**src/rtl/countdown_timer.sv**
```systemverilog
// rtl/countdown_timer.sv - loadable down-counter with done handshake, auto-reload and sticky overrun
module countdown_timer #(
  parameter int WIDTH = 8
) (
  input  logic             clk,
  input  logic             reset,
  input  logic             load_valid,
  output logic             load_ready,
  input  logic [WIDTH-1:0] load_value,
  input  logic             auto_reload,
  input  logic             enable,
  input  logic             abort,
  output logic             done_valid,
  input  logic             done_ready,
  output logic [WIDTH-1:0] count,
  output logic             busy,
  output logic             overrun
);

  typedef enum logic [1:0] {
    IDLE = 2'd0,
    RUN  = 2'd1,
    DONE = 2'd2
  } state_t;

  state_t           state;
  state_t           state_nx;
  logic [WIDTH-1:0] count_nx;
  logic [WIDTH-1:0] reload_reg;
  logic [WIDTH-1:0] reload_nx;
  logic             ar_reg;
  logic             ar_nx;
  logic             done_nx;
  logic             overrun_nx;
  logic             accept;

  assign load_ready = (state == IDLE);
  assign busy       = (state != IDLE);
  assign accept     = done_valid & done_ready;

  always_ff @(posedge clk or negedge reset) begin
    if (!reset) begin
      state      <= IDLE;
      count      <= '0;
      reload_reg <= '0;
      ar_reg     <= 1'b0;
      done_valid <= 1'b0;
      overrun    <= 1'b0;
    end else begin
      state      <= state_nx;
      count      <= count_nx;
      reload_reg <= reload_nx;
      ar_reg     <= ar_nx;
      done_valid <= done_nx;
      overrun    <= overrun_nx;
    end
  end

  // Accept clears done_valid by default; a terminal edge below re-asserts it.
  always_comb begin
    state_nx   = state;
    count_nx   = count;
    reload_nx  = reload_reg;
    ar_nx      = ar_reg;
    done_nx    = done_valid & ~accept;
    overrun_nx = overrun;
    if (abort) begin
      state_nx = IDLE;
      count_nx = '0;
      done_nx  = 1'b0;
    end else begin
      case (state)
        IDLE: begin
          if (load_valid) begin
            count_nx   = load_value;
            reload_nx  = load_value;
            overrun_nx = 1'b0;
            ar_nx      = auto_reload & (load_value != '0);
            if (load_value != '0) begin
              state_nx = RUN;
            end else begin
              state_nx = DONE;
              done_nx  = 1'b1;
            end
          end
        end
        RUN: begin
          if (enable) begin
            if (count > WIDTH'(1)) begin
              count_nx = count - WIDTH'(1);
            end else if (ar_reg) begin
              count_nx = reload_reg;
              done_nx  = 1'b1;
              if (done_valid && !done_ready) overrun_nx = 1'b1;
            end else begin
              count_nx = '0;
              done_nx  = 1'b1;
              state_nx = DONE;
            end
          end
        end
        DONE: begin
          if (accept) state_nx = IDLE;
        end
        default: state_nx = IDLE;
      endcase
    end
  end

endmodule

```
**config.mk**
```make
export PLATFORM = sky130hd
export DESIGN_NAME = countdown_timer
export DESIGN_NICKNAME = d
export VERILOG_FILES = /design/src/rtl/countdown_timer.sv
export SDC_FILE = /design/constraint.sdc
export NUM_CORES = 1
export LEC_CHECK = 0
export BUFFER_PORTS_ARGS = -buffer_cell sky130_fd_sc_hd__buf_2
export CORE_ASPECT_RATIO = 1.5
export CORE_UTILIZATION = 57
export DETAILED_ROUTE_END_ITERATION = 6
export PLACE_DENSITY = 0.88
export SLEW_MARGIN = 20
export SYNTH_ARGS = -nofsm -noshare
export SYNTH_HDL_FRONTEND = slang
export SYNTH_SLANG_ARGS = --single-unit
```
**constraint.sdc**
```tcl
create_clock -name clk -period 4.6 [get_ports clk]
set_input_delay 0.69 -clock clk [delete_from_list [all_inputs] [get_ports clk]]
set_output_delay 0.69 -clock clk [all_outputs]
set_load 0.05 [all_outputs]
```
; After elaboration in Yosys (flattened, before gate mapping)
; Index checks and enable logic that the tools add are counted.
[classes]
n_addsub = 1
magnitude_cmp = 1
n_eq_ne = 12
muxes = 26
bitwise_logic = 5
n_reduce_logical = 11
[op_table]
columns = operator, n
row1 = 8-bit 2-to-1 mux, 5
row2 = 8-bit one-hot mux with 2 select lines, 1
row3 = 2-bit 2-to-1 mux, 7
row4 = 3-bit != test (second input constant), 4
row5 = 1-bit 2-to-1 mux, 10
row6 = 2-bit != test (second input constant), 5
row7 = 8-bit by 1-bit > comparator with 1-bit output (second input constant), 1
row8 = 8-bit nonzero test, 1
row9 = 8-bit by 1-bit subtractor with 8-bit output (second input constant), 1
row10 = 7-bit AND reduction, 1
row11 = 2-bit one-hot mux with 3 select lines, 1
row12 = 3-bit AND reduction, 2
row13 = 5-bit AND reduction, 1
row14 = 1-bit one-hot mux with 2 select lines, 2
row15 = 2-bit nonzero test, 2
row16 = 1-bit AND, 3
row17 = 3-bit by 2-bit != test with 1-bit output (second input constant), 1
row18 = 3-bit nonzero test, 1
row19 = 2-bit by 1-bit equality test with 1-bit output (second input constant), 1
row20 = 2-bit equality test (second input constant), 1
row21 = 2-bit zero test, 1
row22 = 1-bit inverter, 2
row23 = 1-bit logical AND, 1
row24 = 1-bit zero test, 1
[word_totals]
reg_bits = 21
in_bits = 15
out_inout_bits = 12
elab_cells = 62

; Longest topological paths before layout
; Gate-level depths: netlist (run 1).
[depth]
ltp_word = 7
ltp_mapped = 6
depth_no_buf = 6

; Worst setup path before layout (run 1)
; No wires, ideal clock.
[synth_timing]
kind = register to output
start = reg state[0]
end = out busy
arrival_ps = 1714
required_time_ps = 3910
slack_ps = 2196
path_stages_with_launch = 3
path_buffers = 0
cell_sequence = dfrtp_1 nor2_1 inv_1
[synth_via]
elab_chain_cells = 1
[synth_rtl]
columns = element, line
row1 = "start, declared", 26  ; state_t state;
row2 = "start signal, assigned", 50  ; state <= state_nx;
row3 = 2-bit nonzero test, 38  ; assign busy = (state != IDLE);
row4 = "end, declared", 16  ; output logic busy,
; Every way passes these cells.

; Final worst setup path (run 1)
[layout_timing]
start = reg state[1]
end = out load_ready
[layout_via]
elab_chain_cells = 1
[layout_rtl]
columns = element, line
row1 = 2-bit zero test, 37  ; assign load_ready = (state == IDLE);
row2 = "end, declared", 8  ; output logic load_ready,
; Every way passes these cells.

==> metrics, run 1 <==
status finished clean; CTS resizes 0; Starting Density 0.613; post-synth cell types 44; initial DRC count 63; DRC 0; R2R depth 6; CTS Buffer Depth 2; I/O Pins 27; unrepaired setup endpoints after global routing false; Sequential Area 526 µm²; ys async rst share 1.00; Clock Sinks 21; r2r setup slk 2.67 ns; Synth area leader dfrtp_1; Synth Instances 145; pin slew with the least headroom to its limit 0.724 ns; antenna violations before repair 0; skew final 0.00129 ns; internal cell power 333 µW; Post-Layout Cell Count 192; drt wl/cell 15.8 µm; max-slew violations 0; RR Endpoint count[1]; clock-pin slew on the worst setup and hold paths 0.11 ns; sw frac 0.433; Setup Fix Bufs, Post-CTS 0; final core utilization 0.689; setup_tns 0 ns; maxcap violations 0; Hold-fix buffers, CTS 0; Synth area leaders dfrtp_1, nand2_1, o21ai_0, inv_1, nand2b_1; M1 WL 1.20 mm; Worst-Skew Late Latency 0.30 ns; combinational share of power 0.420; Critical R2R Launch count[0]; Vias/cell 6.46; Final min period 2.09 ns; slew margin rel. 0.514; TritonCTS clock tree done; part of the cycle the worst path needs 0.454; Total Wirelength 3.03 mm; Post-synth EDFFs 0; leak pwr 0.000679 µW; Syn Nets 162; share of the synthesized area in the top cell type 0.413; sequential share of power 0.428; Total GRT Usage 0.297; Required @ worst endpoint 3.91 ns; cell area after synthesis 1270 µm²; Die H 59.9 µm; startpoint types register; pwr/cell area 410 nW/µm²; Net Switching 254 µW; Setup violations, final 0; kind of critical path register to output pin; Final Hold Viols 0; Vias 1,241; RD Place Congestion 0.918; Setup crit end load_ready; H-Tree Depth 1; Primary FF master, synth dfrtp_1; met3 WL 133 µm; total grt overflow 0; FP Rows 20; count leader, synth nand2_1; Seq/Total Area, Yosys 0.413; CTS Root Cell clkbuf_4; CP startpoint state[1]; uppermost routed layer met4; Avg Cell Area, Syn 8.78 µm²; n_diodes 0; Max Freq 0.479 GHz; largest net degree at the start of global routing 22; CP Capture Type output pin; top post-synthesis cells by count nand2_1, dfrtp_1, inv_1, o21ai_0, nor2_1; hpwl dp 2.37 mm; number of global-route vias before repair 1,210; die width 40.6 µm; die area 2430 µm²; met2 WL post-DR 1.60 mm; clock buffer count from CTS 3; Synth warnings 0; VDD IR max 0.000291 V; area of the multi-input gates 687 µm²; Hold Path Class primary input to asynchronous set/reset pin; FILL cells 172; peak fanout along the critical path 8; dpl cells 188; first-pass GRT wire length 5.03 mm; Buffers on Ports 26; TritonRoute pass-1 iters 4; share of cells above drive strength 1 0.224; nets 188; flops & latches, synth 21; Core ar. 2080 µm²; clock share of power 0.152; Worst EP arrival 1.40 ns; final antenna-violating net count 0; synth-to-layout area growth 12.4%
area by class of cell:
class,count,area share
Tap cell,22,0.0192
Inverter,9,0.0236
Clock buffer,4,0.0184
Sequential cell,21,0.367
Timing Repair Buffer,26,0.0910
Multi-Input combinational cell,110,0.480
power groups by stage:
stage / registers, µW / clock network, µW / logic (µW)
after global routing: 256 / 102 / 271
final: 251 / 89.0 / 246
after global placement: 252 / 0 / 238
after CTS: 250 / 89.7 / 245
after detailed placement: 254 / 0 / 244
after floorplan: 278 / 0 / 159
worst min-delay path by stage:
stage,from,cells after the start,endpoint,slack [ns]
floorplan,reset,0,ar_reg,0.39
global placement,reload_reg[2],2,reload_reg[2],0.47
detailed placement,reload_reg[2],2,reload_reg[2],0.47
CTS,reset,1,count[5],0.33
global route,reset,1,done_valid,0.33
finish,reset,1,reload_reg[1],0.32
kinds of logic (layout without fill, tap and decap cells):
family | Yosys count | in the layout | synth area share
buffers and inverters | 14 | 39 | 0.0472
adder cells (fa/ha/maj) | 2 | 2 | 0.0197
AND/OR/NAND/NOR | 64 | 64 | 0.254
flip-flops | 21 | 21 | 0.413
XOR/XNOR | 2 | 2 | 0.0138
multiplexers | 1 | 1 | 0.00787
AO/OA/AOI/OAI | 41 | 41 | 0.245
routing by layer:
metal	up-vias	global-route usage
met4	0	0.152
met1	589	0.352
met5	-	0
met3	10	0.0372
li1	588	-
met2	54	0.499
through the flow:
step | area, µm² | worst slack (ns) | hold slack, ns | power (µW)
final | 1430 | 2.51 | 0.320 | 587
after global routing | 1430 | 2.40 | 0.333 | 628
after CTS | 1430 | 2.51 | 0.334 | 585
after detailed placement | 1400 | 2.71 | 0.473 | 498
after global placement | 1400 | 2.79 | 0.470 | 491
after floorplan | 1270 | 2.20 | 0.394 | 437
worst max-delay path: stages, from the launching register on:
cell and delay, ns:
dfrtp_1 0.47, nor2_1 0.29, buf_2 0.33
placed cells by master, fill, tap and decap left out, types with 3 or more instances in the layout:
cell       count
nand3_1        3
o2111ai_1      3
o21ai_0        8
clkbuf_4       3
buf_2         26
a32o_1         3
nor3_1         6
o31ai_1        3
inv_1          9
dfrtp_1       21
nor4_1         3
nor2_1         7
nand2_1       29
nand2b_1       5
a31oi_1        4
Power figures use the tool's default switching activity.
==> inputs of run 2 (changes only) <==
- CORE_UTILIZATION: 57 -> 53
- PLACE_DENSITY: 0.88 -> 0.83
- clock period: 4.6 -> 2.2 ns (I/O delays scaled with it)
==> run 2 against run 1 <==
Net effect: worst setup slack worse by 2.3 ns; die area up 7.2%; final cell count up 2.6%; total power up 110%; critical path depth up 4; design area up 2.4%; global-route usage down 2.1 points; via count down 1.1%; register-to-register slack worse by 2.4 ns.
==> metrics, run 2 (same netlist as run 1, synthesis figures left out) <==
status finished clean; I/O Pins 27; leak pwr 0.000698 µW; pin slew with the least headroom to its limit 0.598 ns; FP Rows 21; WHS Endpoint state[0]; RD Place Congestion 0.922; uppermost routed layer met4; setup_tns 0 ns; die area 2600 µm²; Vias 1,227; Hold Path Stages 2; skew final 0.00698 ns; total grt overflow 0; Max Freq 0.515 GHz; peak fanout along the critical path 9; leading cell type in the layout, fill and taps excluded nand2_1; Final min period 1.94 ns; TritonRoute pass-1 iters 4; Hold-fix buffers, CTS 1; synth-to-layout area growth 15.0%; part of the cycle the worst path needs 0.883; initial DRC count 29; unrepaired setup endpoints after global routing false; Total Wirelength 3.18 mm; pwr/cell area 862 nW/µm²; slew margin rel. 0.598; Starting Density 0.563; final antenna-violating net count 0; Hold Crit Start abort; Post-Layout Cell Count 197; hpwl dp 2.44 mm; final core utilization 0.648; M1 WL 1.36 mm; VDD IR max 0.000500 V; Required @ worst endpoint 2.47 ns; Clock Sinks 21; drt wl/cell 16.1 µm; Core ar. 2260 µm²; clock buffer count from CTS 3; nets 192; Total GRT Usage 0.277; CTS Buffer Depth 2; Worst EP arrival 2.21 ns; Vias/cell 6.23; share of cells above drive strength 1 0.236; max-slew violations 0; r2r setup slk 0.26 ns; Setup violations, final 0; n_diodes 0; dpl cells 192; maxcap violations 0; most frequent cells in the layout nand2_1, buf_2, dfrtp_1; largest net degree at the start of global routing 22; met3 WL 124 µm; Buffers on Ports 26; first-pass GRT wire length 5.42 mm; Die H 62.0 µm; Final Power 1260 µW; R2R depth 6; DRC 0; met2 WL post-DR 1.61 mm; Critical R2R Launch count[0]; startpoint types register; H-Tree Depth 1; RR Endpoint count[4]; antenna violations before repair 0; Hold Path Class primary input to register; fin worst setup slack 0.258 ns; CTS resizes 0; kind of critical path register to register; CTS Root Cell clkbuf_4; Worst-Skew Late Latency 0.32 ns; clock-pin slew on the worst setup and hold paths 0.11 ns; CP Capture Type register; FILL cells 202; Setup Fix Bufs, Post-CTS 0; die width 42.0 µm; post-placement setup slack 0.280 ns; Final Hold Viols 0; TritonCTS clock tree done; number of global-route vias before repair 1,234
==> run 2: report_power, final <==
group | total [µW] | switching (µW) | internal, µW
clock network | 196 | 125 | 71.3
registers | 526 | 76.0 | 450
logic | 540 | 347 | 193
total | 1260 | 547 | 714
==> run 2: how the worst max path moves through the flow <==
stage | startpoint | to | cells past startpoint
after CTS | count[0] | count[4] | 6
after floorplan | count[0] | count[4] | 6
final | count[0] | count[4] | 6
after global routing | count[0] | count[4] | 6
after detailed placement | count[0] | count[4] | 6
after global placement | count[0] | count[4] | 6
==> run 2: per-layer routing <==
layer | vias to the layer above | GRT usage
met5 | - | 0
met4 | 0 | 0.175
met3 | 9 | 0.0347
met2 | 44 | 0.480
met1 | 581 | 0.330
li1 | 593 | -
==> run 2: worst max-delay path: stages, from the launching register on <==
cell and delay [ns]:
dfrtp_1 0.50, inv_1 0.08, ha_1 0.28, or2_2 0.36, a311o_2 0.32, a21boi_0 0.19, o211a_1 0.15
==> run 2: per-stage QoR <==
step / area, µm² / hold WS [ns]
2_1_floorplan: 1270 / 0.0344
3_3_place_gp: 1430 / 0.302
3_5_place_dp: 1430 / 0.312
4_1_cts: 1460 / 0.195
5_1_grt: 1460 / 0.195
6_report: 1460 / 0.195
==> run 2: final cells by class <==
class | count | area (µm²) | share of cell area
clock buffer | 4 | 26.3 | 0.0179
inverter | 9 | 33.8 | 0.0231
multi-input combinational | 110 | 687 | 0.469
sequential | 21 | 526 | 0.359
tap | 23 | 28.8 | 0.0197
timing repair buffer | 30 | 163 | 0.111
==> inputs of run 3 (changes only) <==
- ABC_AREA: not set -> 1
- CORE_UTILIZATION: 53 -> 54
- PLACE_DENSITY: 0.83 -> 0.84
==> run 3 against run 2 <==
Net effect: first-iteration DRC count up 86%; non-clock buffer count down 2; clock power down 4%; critical path type unchanged; highest routed layer unchanged.
==> metrics, run 3 <==
Starting Density 0.579; Net Switching 1040 µW; pin slew with the least headroom to its limit 0.582 ns; internal cell power 928 µW; hpwl dp 2.25 mm; VDD IR max 0.000761 V; r2r setup slk 0.41 ns; skew final 0.00253 ns; Vias 1,277; RD Place Congestion 0.855; I/O Pins 27; antenna violations before repair 0; total grt overflow 0; Worst EP arrival 2.04 ns; Synth area leader dfrtp_1; Final min period 1.79 ns; Syn Nets 213; number of global-route vias before repair 1,251; placed standard-cell area 1470 µm²; CTS Root Cell clkbuf_4; sequential share of power 0.327; Hold-fix buffers, CTS 1; TritonRoute pass-1 iters 4; Vias/cell 5.15; WHS Endpoint state[0]; final antenna-violating net count 0; flops & latches, synth 21; DRC 0; unrepaired setup endpoints after global routing false; status finished clean; FP Rows 21; ys async rst share 1.00; CP Capture Type register; kind of critical path register to register; die width 42.4 µm; clock share of power 0.096; TritonCTS clock tree done; Synth warnings 0; Clock Sinks 21; final core utilization 0.658; synth-to-layout area growth 13.8%; n_diodes 0; die area 2650 µm²; H-Tree Depth 1; Sequential Area 526 µm²; Final Hold Viols 0; pwr/cell area 1310 nW/µm²; Synth area leaders dfrtp_1, nand2_1, nor2_1, inv_1, nand3_1; Required @ worst endpoint 2.44 ns; top post-synthesis cells by count nand2_1, nor2_1, inv_1, dfrtp_1, nand3_1; count leader, synth nand2_1; largest net degree at the start of global routing 22; post-synth cell types 22; Hold Path Stages 2; cell area after synthesis 1320 µm²; RR Endpoint state[1]; most frequent cells in the layout nand2_1, nor2_1, inv_1; slew margin rel. 0.611; sw frac 0.530; area of the multi-input gates 664 µm²; Setup violations, final 0; design area 1510 µm²; leading cell type in the layout, fill and taps excluded nand2_1; Hold Path Class primary input to register; R2R depth 8; Setup Fix Bufs, Post-CTS 0; setup_tns 0 ns; max-slew violations 0; FILL cells 211; share of cells above drive strength 1 0.169; Max Freq 0.558 GHz; first-pass GRT wire length 5.13 mm; nets 243; Worst-Skew Late Latency 0.31 ns; clock buffer count from CTS 3; maxcap violations 0; Critical R2R Launch count[0]; Die H 62.6 µm; CTS resizes 0; peak fanout along the critical path 8; Core ar. 2290 µm²; CTS Buffer Depth 2; drt wl/cell 11.6 µm; share of the synthesized area in the top cell type 0.397; part of the cycle the worst path needs 0.815; leak pwr 0.000841 µW; Primary FF master, synth dfrtp_1; Hold Crit Start abort; Synth Instances 196; initial DRC count 54; Avg Cell Area, Syn 6.75 µm²; clock-pin slew on the worst setup and hold paths 0.11 ns; startpoint types register; Total GRT Usage 0.246; Buffers on Ports 26; Post-synth EDFFs 0; Total Wirelength 2.88 mm; combinational share of power 0.577; Seq/Total Area, Yosys 0.397
==> run 3: cell count changes after synthesis, moves of 4 or more <==
cell | before | now
nand2_1 | 29 | 54
nor2_1 | 7 | 29
inv_1 | 9 | 28
nand3_1 | 3 | 19
a21oi_1 | 2 | 12
nor3_1 | 6 | 0
nand2b_1 | 5 | 0
a31oi_1 | 4 | 0
==> run 3: power groups by stage <==
stage	Sequential [µW]	Clock (µW)	Combinational [µW]
after CTS	644	190	1140
after global routing	668	206	1290
after global placement	648	0	1130
after floorplan	785	0	750
after detailed placement	652	0	1140
final	644	189	1140
==> run 3: critical path, cell delays in order, from the launching register on <==
cell,delay [ns]
dfrtp_1,0.44
inv_1,0.13
ha_1,0.29
nor2_1,0.08
nor2_1,0.12
nand2_1,0.19
o21ai_0,0.28
nand2_1,0.08
a21oi_1,0.13
==> run 3: how the worst max path moves through the flow <==
stage	start	endpoint	depth (start not counted)	slack [ns]
after floorplan	state[1]	ar_reg	7	0.21
after global placement	count[0]	state[1]	8	0.51
after detailed placement	count[0]	state[1]	8	0.46
after CTS	count[0]	state[1]	8	0.41
after global routing	count[0]	count[2]	9	0.24
final	count[0]	state[1]	8	0.41
==> run 3: cells by family (layout without fill, tap and decap cells) <==
| group | Yosys count | after routing | synth area share |
|---|---|---|---|
| flops | 21 | 21 | 0.397 |
| xor+xnor | 2 | 2 | 0.0132 |
| compound gates | 28 | 28 | 0.113 |
| buf+inv | 33 | 62 | 0.100 |
| simple gates | 110 | 110 | 0.358 |
| fa+ha+maj | 2 | 2 | 0.0189 |
==> run 3: metrics by stage <==
step                      power [µW]  setup slack [ns]  hold WS [ns]  cells
after floorplan                 1530             0.214        0.0344    196
after global placement          1780             0.507         0.313    243
after detailed placement        1790             0.459         0.313    243
after CTS                       1980             0.413         0.205    248
after global routing            2160             0.241         0.213    248
final                           1970             0.407         0.215    248
==> run 3: layer usage <==
layer / part of all wire / vias to the layer above / global-route usage
met5: 0 / - / 0
met4: 0.018 / 0 / 0.0859
met3: 0.043 / 7 / 0.0405
met2: 0.49 / 37 / 0.423
met1: 0.45 / 559 / 0.306
li1: - / 674 / -
==> run 3: cell type report <==
type / instances / share of cell area
clock buffer: 4 / 0.0175
inverter: 30 / 0.0748
multi-input combinational: 142 / 0.441
sequential: 21 / 0.349
tap: 23 / 0.0191
timing repair buffer: 28 / 0.0981
